File: config.mk
export PLATFORM = sky130hd
export DESIGN_NAME = tile_load_store_ctrl
export DESIGN_NICKNAME = d
export VERILOG_FILES = /design/src/rtl/tile_load_store_ctrl.sv
export SDC_FILE = /design/constraint.sdc
export NUM_CORES = 1
export LEC_CHECK = 0
export ABC_AREA = 0
export CAP_MARGIN = 20
export CELL_PAD_IN_SITES_DETAIL_PLACEMENT = 0
export CELL_PAD_IN_SITES_GLOBAL_PLACEMENT = 1
export CORE_MARGIN = 3
export CORE_UTILIZATION = 26
export DETAILED_ROUTE_END_ITERATION = 8
export GPL_TIMING_DRIVEN = 1
export PLACE_DENSITY = 0.66
export REMOVE_ABC_BUFFERS = 1
export SYNTH_ARGS = -nofsm -noshare
export SYNTH_HDL_FRONTEND = slang
export SYNTH_SLANG_ARGS = --single-unit
File: constraint.sdc
create_clock -name clk -period 3.89 [get_ports clk]
set_clock_uncertainty 0.15 [all_clocks]
set_input_delay 0.5835 -clock clk [delete_from_list [all_inputs] [get_ports clk]]
set_output_delay 0.5835 -clock clk [all_outputs]
set_load 0.01 [all_outputs]
File: src/rtl/tile_load_store_ctrl.sv
// Tile sequencer: splits a job into tiles and drives load -> compute -> store per tile.
// state    | meaning
// IDLE     | waiting for cfg_start; one settle cycle after accept (pend_q)
// LD_ISSUE | load_data_start pulse
// LD_WAIT  | waiting for load_data_done
// CP_ISSUE | compute_start pulse
// CP_WAIT  | waiting for compute_done
// ST_ISSUE | store_data_start pulse
// ST_WAIT  | waiting for store_data_done
// NEXT     | advance addresses/remaining/tile_cnt
// FIN      | done (and err) pulse
module tile_load_store_ctrl #(
  parameter int AW  = 12,
  parameter int XAW = 32
) (
  input  logic           clk,
  input  logic           rst_n,
  input  logic           cfg_start,
  input  logic [XAW-1:0] cfg_src_base,
  input  logic [XAW-1:0] cfg_dst_base,
  input  logic [XAW-1:0] cfg_total_len,
  input  logic [AW-1:0]  cfg_tile_len,
  output logic [XAW-1:0] param_raddr,
  output logic [XAW-1:0] param_waddr,
  output logic [AW-1:0]  param_iolen,
  output logic           load_data_start,
  input  logic           load_data_done,
  output logic           compute_start,
  input  logic           compute_done,
  output logic           store_data_start,
  input  logic           store_data_done,
  output logic           busy,
  output logic           done,
  output logic           err,
  output logic [XAW-1:0] tile_cnt
);

  localparam logic [3:0] S_IDLE     = 4'd0;
  localparam logic [3:0] S_LD_ISSUE = 4'd1;
  localparam logic [3:0] S_LD_WAIT  = 4'd2;
  localparam logic [3:0] S_CP_ISSUE = 4'd3;
  localparam logic [3:0] S_CP_WAIT  = 4'd4;
  localparam logic [3:0] S_ST_ISSUE = 4'd5;
  localparam logic [3:0] S_ST_WAIT  = 4'd6;
  localparam logic [3:0] S_NEXT     = 4'd7;
  localparam logic [3:0] S_FIN      = 4'd8;

  logic [3:0]     state_q, state_d;
  logic           pend_q;
  logic [AW-1:0]  tile_len_q;
  logic [XAW-1:0] remaining_q;
  logic [XAW-1:0] raddr_q, waddr_q, tile_cnt_q;
  logic [AW-1:0]  iolen_q, iolen_d;
  logic           ld_start_q, cp_start_q, st_start_q;
  logic           busy_q, done_q, err_q;

  logic           accept;
  logic [XAW-1:0] rem_next, rem_sel, step;

  assign accept   = (state_q == S_IDLE) && !pend_q && cfg_start;
  assign step     = XAW'(iolen_q) << 2;
  assign rem_next = remaining_q - XAW'(iolen_q);
  assign rem_sel  = (state_q == S_NEXT) ? rem_next : remaining_q;
  assign iolen_d  = (rem_sel < XAW'(tile_len_q)) ? rem_sel[AW-1:0] : tile_len_q;

  always_comb begin
    state_d = state_q;
    case (state_q)
      S_IDLE: begin
        if (pend_q) begin
          if (tile_len_q == '0 || remaining_q == '0) state_d = S_FIN;
          else                                      state_d = S_LD_ISSUE;
        end
      end
      S_LD_ISSUE: state_d = S_LD_WAIT;
      S_LD_WAIT:  if (load_data_done) state_d = S_CP_ISSUE;
      S_CP_ISSUE: state_d = S_CP_WAIT;
      S_CP_WAIT:  if (compute_done) state_d = S_ST_ISSUE;
      S_ST_ISSUE: state_d = S_ST_WAIT;
      S_ST_WAIT:  if (store_data_done) state_d = S_NEXT;
      S_NEXT:     state_d = (rem_next != '0) ? S_LD_ISSUE : S_FIN;
      S_FIN:      state_d = S_IDLE;
      default:    state_d = S_IDLE;
    endcase
  end

  always_ff @(posedge clk or negedge rst_n) begin
    if (!rst_n) begin
      state_q     <= S_IDLE;
      pend_q      <= 1'b0;
      tile_len_q  <= '0;
      remaining_q <= '0;
      raddr_q     <= '0;
      waddr_q     <= '0;
      tile_cnt_q  <= '0;
      iolen_q     <= '0;
      ld_start_q  <= 1'b0;
      cp_start_q  <= 1'b0;
      st_start_q  <= 1'b0;
      busy_q      <= 1'b0;
      done_q      <= 1'b0;
      err_q       <= 1'b0;
    end else begin
      state_q <= state_d;
      if (accept) begin
        pend_q      <= 1'b1;
        tile_len_q  <= cfg_tile_len;
        remaining_q <= cfg_total_len;
        raddr_q     <= cfg_src_base;
        waddr_q     <= cfg_dst_base;
        tile_cnt_q  <= '0;
      end else if (state_q == S_IDLE) begin
        pend_q <= 1'b0;
      end
      if (state_q == S_NEXT) begin
        remaining_q <= rem_next;
        raddr_q     <= raddr_q + step;
        waddr_q     <= waddr_q + step;
        tile_cnt_q  <= tile_cnt_q + XAW'(1);
      end
      if (state_d == S_LD_ISSUE) iolen_q <= iolen_d;
      // Strobes are registered on entry, so each is visible during its own state.
      ld_start_q <= (state_d == S_LD_ISSUE);
      cp_start_q <= (state_d == S_CP_ISSUE);
      st_start_q <= (state_d == S_ST_ISSUE);
      done_q     <= (state_d == S_FIN);
      err_q      <= (state_q == S_IDLE) && pend_q && (tile_len_q == '0);
      busy_q     <= (state_d != S_IDLE) || accept;
    end
  end

  assign param_raddr      = raddr_q;
  assign param_waddr      = waddr_q;
  assign param_iolen      = iolen_q;
  assign load_data_start  = ld_start_q;
  assign compute_start    = cp_start_q;
  assign store_data_start = st_start_q;
  assign busy             = busy_q;
  assign done             = done_q;
  assign err              = err_q;
  assign tile_cnt         = tile_cnt_q;

endmodule

---- Word-level counts from Yosys, hierarchy flattened ----
Cells that the tools add are included.
storage, ports and cells
  word-level logic and storage cells ...... 63
  bits of input ports ..................... 114
  output and inout bits ................... 114
  bits in registers ....................... 163
operators by class
  mux-type cells .......................... 19
  add/subtract/negate cells ............... 4
  reduce and logical (&&, ||, !) cells .... 14
  order comparisons ....................... 1
  eq/ne operators ......................... 11
operators with widths
  cell                     count
  $mux W32                 9
  $add A32 B14 Y32         2
  $add A32 B1 Y32 const B  1
  $logic_not A32 Y1        1
  $lt A32 B12 Y1           1
  $pmux W4 S8              1
  $reduce_bool A32 Y1      1
  $sub A32 B12 Y32         1
  $mux W4                  6
  $eq A4 B3 Y1 const B     5
  $eq A4 B2 Y1 const B     3
  $logic_not A12 Y1        1
  $mux W12                 1
  $eq A4 B1 Y1 const B     2
  $eq A4 B4 Y1 const B     1
  $logic_and A1 B1 Y1      4
  $logic_not A4 Y1         1
  $reduce_bool A2 Y1       2
  $reduce_bool A4 Y1       1
  $logic_or A1 B1 Y1       2
  $mux W1                  2
  $logic_not A1 Y1         1

---- Logic depth before layout (Yosys ltp) ----
  depth after elaboration ................. 7
  gate-level depth with buffers ........... 21
  mapped depth without buffers ............ 20

---- Worst setup path before layout ----
No wires, ideal clock.
  kind .................................... flip-flop to flip-flop
  start point ............................. register iolen_q[0] (netlist: param_iolen[0])
  end point ............................... register iolen_q[9] (netlist: param_iolen[9])
  buffers on the path ..................... 1
  library setup time ...................... 0.132 ns
  arrival ................................. 3.987 ns
  stages on the path, launching flop included .. 21
  slack ................................... -0.380 ns
  data required time ...................... 3.608 ns
  period minus slack after synthesis ...... 4.270 ns
  cells stage by stage .................... dfrtp_1 ha_1 fa_1 nor2b_1 o21bai_4 a21oi_1 a211oi_1 o21bai_1 xnor2_1 nor2_1 a21o_1 ha_1 a21o_1 a21oi_1 o21ai_0 or2_2 a21o_2 buf_4 a22o_1 a311oi_1 mux2i_1
between the ends
  cells in the longest elaborated chain, start to end .. 5
  elaborated cells between the ends (all ways) .. 8
  those cells by class .................... add/sub: 1; order compare: 1; eq/ne: 1; mux: 4; reduce/logical: 1
ends and longest elaborated chain
  element                                                 RTL line  source
  start, declared                                         53        logic [AW-1:0] iolen_q, iolen_d;
  start signal, assigned                                  121       if (state_d == S_LD_ISSUE) iolen_q <= iolen_d;
  $sub A32 B12 Y32 (*)                                    62        assign rem_next = remaining_q - XAW'(iolen_q);
  branches (longest 4 deep; another with $lt A32 B12 Y1)  --
Every way passes the cells marked *.
A chain may end at the register's enable or synchronous reset.

---- Worst setup path after layout ----
  start point ............................. register iolen_q[0] (netlist: param_iolen[0])
  end point ............................... register iolen_q[2] (netlist: param_iolen[2])
Same word-level chain as after synthesis.

==> results.sh <==
export IMPL_ys_seq_elements=163
export IMPL_grt_pass1_vias=10900
export IMPL_synthTopCellsByCount="nand2_1, dfrtp_1, o21ai_0, nand3_1, nor2_1"
export IMPL_placed_cell_area_mm2=0.0143
export IMPL_cap_viol_max_count=0
export IMPL_yosysTopAreaCell="dfrtp_1"
export IMPL_design_core_area_mm2=0.0400
export IMPL_cts_made_buffers=17
export IMPL_setup_viol=12
export IMPL_syn_area_mm2=0.0106
export IMPL_cts_root_buf="clkbuf_16"
export IMPL_cts_htree_levels=4
export IMPL_grt_util_all_layers_pct=17.9
export IMPL_ys_types=90
export IMPL_slew_limit_headroom_pct=45.6
export IMPL_yosysWarningCount=0
export IMPL_dieArea_mm2=0.0433
export IMPL_drt_first_pass_iters=5
export IMPL_vdd_ir_drop_max_uv=298
export IMPL_period_minus_slack_ns=4.11
export IMPL_ios=228
export IMPL_fmax_mhz=243
export IMPL_leakage_nw=6.34
export IMPL_antennaDiodeCount=0
export IMPL_die_h_um=208
export IMPL_synth_top_area_share_pct=38.4
export IMPL_grt_pass1_wl_um=62400
export IMPL_routed_wl_um=39400
export IMPL_fin_crit_sh_pct=106
export IMPL_hold_viol_final=0
export IMPL_cp_start_kind="flop"
export IMPL_rrSetupSlack_ns=-0.22
export IMPL_critPathRequiredTime_ns=4.07
export IMPL_stdcell_area_mm2=0.0153
export IMPL_startpoint="param_iolen[0]"
export IMPL_tightestPinTransition_ns=0.816
export IMPL_die_w_um=208
export IMPL_end_kind="flop"
export IMPL_hold_start="param_waddr[0]"
export IMPL_std_cell_rows=73
export IMPL_ant_nets=0
export IMPL_fin_nets=1692
export IMPL_synth_edff_count=0
export IMPL_instances_no_fill=2064
export IMPL_setup_ws_ns=-0.224
export IMPL_dp_hpwl_um=29400
export IMPL_place_congestion=0.880
export IMPL_status="finished with violations"
export IMPL_synth_area_leaders="dfrtp_1, nand2_1, ha_1, o21ai_0, nand3_1"
export IMPL_min_path_type="reg -> reg"
export IMPL_area_growth_pct=43.9
export IMPL_critical_path_class="reg -> reg"
export IMPL_r2r_start="param_iolen[0]"
export IMPL_async_flop_share_pct=100
export IMPL_floorplan_initialDensity_pct=26.5
export IMPL_crit_fanout=4
export IMPL_synth_seq_area_share_pct=38.4
export IMPL_dp_cells=2020
export IMPL_layout_drive_gt1_share_pct=16.9
export IMPL_synth_most_common_cell="nand2_1"
export IMPL_via_count=10700
export IMPL_cts_tree="yes"
export IMPL_cts_sinks=163
export IMPL_antenna_found_initial=0
export IMPL_synthFlopType="dfrtp_1"
export IMPL_grt_start_max_net_pins=73
export IMPL_wl_per_cell_um=19.1
export IMPL_rsz0062_at_grt="yes"
export IMPL_overflow=0
export IMPL_synth_area_per_cell_um2=8.84
export IMPL_synthCells=1201
export IMPL_p_per_area_mw_per_mm2=917
export IMPL_violations="negative setup slack"
export IMPL_first_iter_violations=667
export IMPL_drv_slew=0
export IMPL_clk_latency_ns=0.45
export IMPL_io_buffers=227
export IMPL_cts_buffer_depth=2
export IMPL_route_detailed_drc=0
export IMPL_critPathArrivalTime_ns=4.29
export IMPL_cts_clk_slew_worst_paths_ns=0.07
export IMPL_avgViaCountPerCell=5.20
[registers in the layout (all words and copies together), names as in the netlist]
signal / count
param_waddr: 32
store_data_start: 1
remaining_q: 32
param_iolen: 12
load_data_start: 1
err: 1
busy: 1
done: 1
pend_q: 1
param_raddr: 32
compute_start: 1
state_q: 4
tile_cnt: 32
tile_len_q: 12
[final cells by class]
type	count	area (um2)
Multi-Input combinational cell	924	6380
Fill cell	4102	24700
Inverter	52	195
Tap cell	525	657
Clock inverter	13	103
Clock buffer	19	443
Sequential cell	163	4080
Timing Repair Buffer	368	3420
[power by group]
part / internal (mW) / total, mW / leakage [nW] / switching [mW]
sequential: 2.45 / 3.27 / 2.05 / 0.816
clock: 0.843 / 1.63 / 0.261 / 0.784
combinational: 4.45 / 9.12 / 4.03 / 4.68
[stage by stage]
step / hold WS, ns / setup TNS, ns / setup slack, ns / total power, mW / util (%)
2_1_floorplan: 0.138 / -91.34 / -1.62 / 7.77 / -
3_3_place_gp: 0.311 / -4.24 / -0.372 / 11.8 / 35.8
3_5_place_dp: 0.320 / -5.02 / -0.462 / 11.9 / 35.8
4_1_cts: 0.336 / -1.52 / -0.146 / 13.9 / 37.8
5_1_grt: 0.363 / -4.07 / -0.406 / 15.1 / 38.2
6_report: 0.328 / -2.10 / -0.224 / 14.0 / 38.2
[worst max-delay path: stages (launching register included)]
cell      delay (ns)
dfrtp_1         0.41
ha_4            0.17
fa_2            0.35
nor2b_1         0.12
buf_4           0.13
o21bai_4        0.09
a21oi_2         0.17
a211oi_2        0.05
o21bai_1        0.15
xnor2_1         0.18
nor2_1          0.10
a21o_1          0.22
ha_4            0.23
a21o_1          0.16
a21oi_2         0.10
o21ai_1         0.07
or2_4           0.25
a21o_4          0.22
buf_12          0.13
buf_6           0.11
nand2_2         0.05
o211ai_1        0.08
mux2_4          0.26
[final timing paths]
path	endpoint	depth (start not counted)
min in group asynchronous	param_raddr[27]	2
setup / recovery	param_iolen[2]	22
setup reg to reg	param_iolen[2]	22
hold / removal	param_waddr[0]	2
max in group asynchronous	tile_cnt[28]	3
hold reg to reg	param_waddr[0]	2
[cells by family (layout without fill, tap and decap cells)]
logic type	count (synthesis)	in the layout	share of synthesized area [%]
XOR/XNOR	33	33	2.72
AO/OA/AOI/OAI	357	358	23.9
flip-flops	163	163	38.4
adder cells (fa/ha/maj)	52	52	6.34
multiplexers	20	20	1.94
AND/OR/NAND/NOR	461	461	22.2
buffers and inverters	115	452	4.38
[layout by cell type (no fill, tap or decap), types with 5 or more instances in the layout]
cell             synthesis  final
nor3_1                  28     27
o21bai_1                 5      5
and2_1                  14      9
and2_4                   0      5
clkdlybuf4s50_1          0    226
nand3_1                 72     71
o311ai_0                22     22
o21ai_1                  2      6
nor2b_1                  6      6
nor3b_1                  5      5
buf_12                   0      5
or2_2                    6      5
nand2b_1                 7      6
xor2_1                  10      9
inv_1                   52     50
a22oi_1                 22     20
and3_1                  24     23
a21o_1                  27     27
a221o_1                 24     24
dfrtp_1                163    162
or3_1                    5      5
buf_6                    3      8
mux2i_1                 15     15
a311oi_2                 0      5
nand2_1                164    162
buf_4                    2    128
xnor2_1                 23     22
a22o_1                   8      8
nor2_1                  62     59
nand4_1                 14     14
o211ai_1                32     32
o21ai_0                103     97
nor4_1                  16     16
ha_1                    49     43
o31ai_1                  9      9
a21oi_1                 37     33
clkbuf_16                0     17
[timing repair]
item / CTS / global route
buffers inserted: 6 / 4
pin swaps: 39 / 23
gates cloned: 1 / 0
hold buffers: 1 / 0
endpoints found under the hold margin: 44 / 0
resized for setup: 47 / 24
endpoints found under the setup margin: 15 / 21
[per-layer routing]
layer	up-vias	share of wire, %	GRT usage (%)
met5	-	0	0
met2	271	49	31.0
met1	5296	46	23.7
li1	5138	-	-
met3	33	3.8	2.91
met4	0	1.4	4.12
Note: power is estimated with default switching activity, not from simulation.
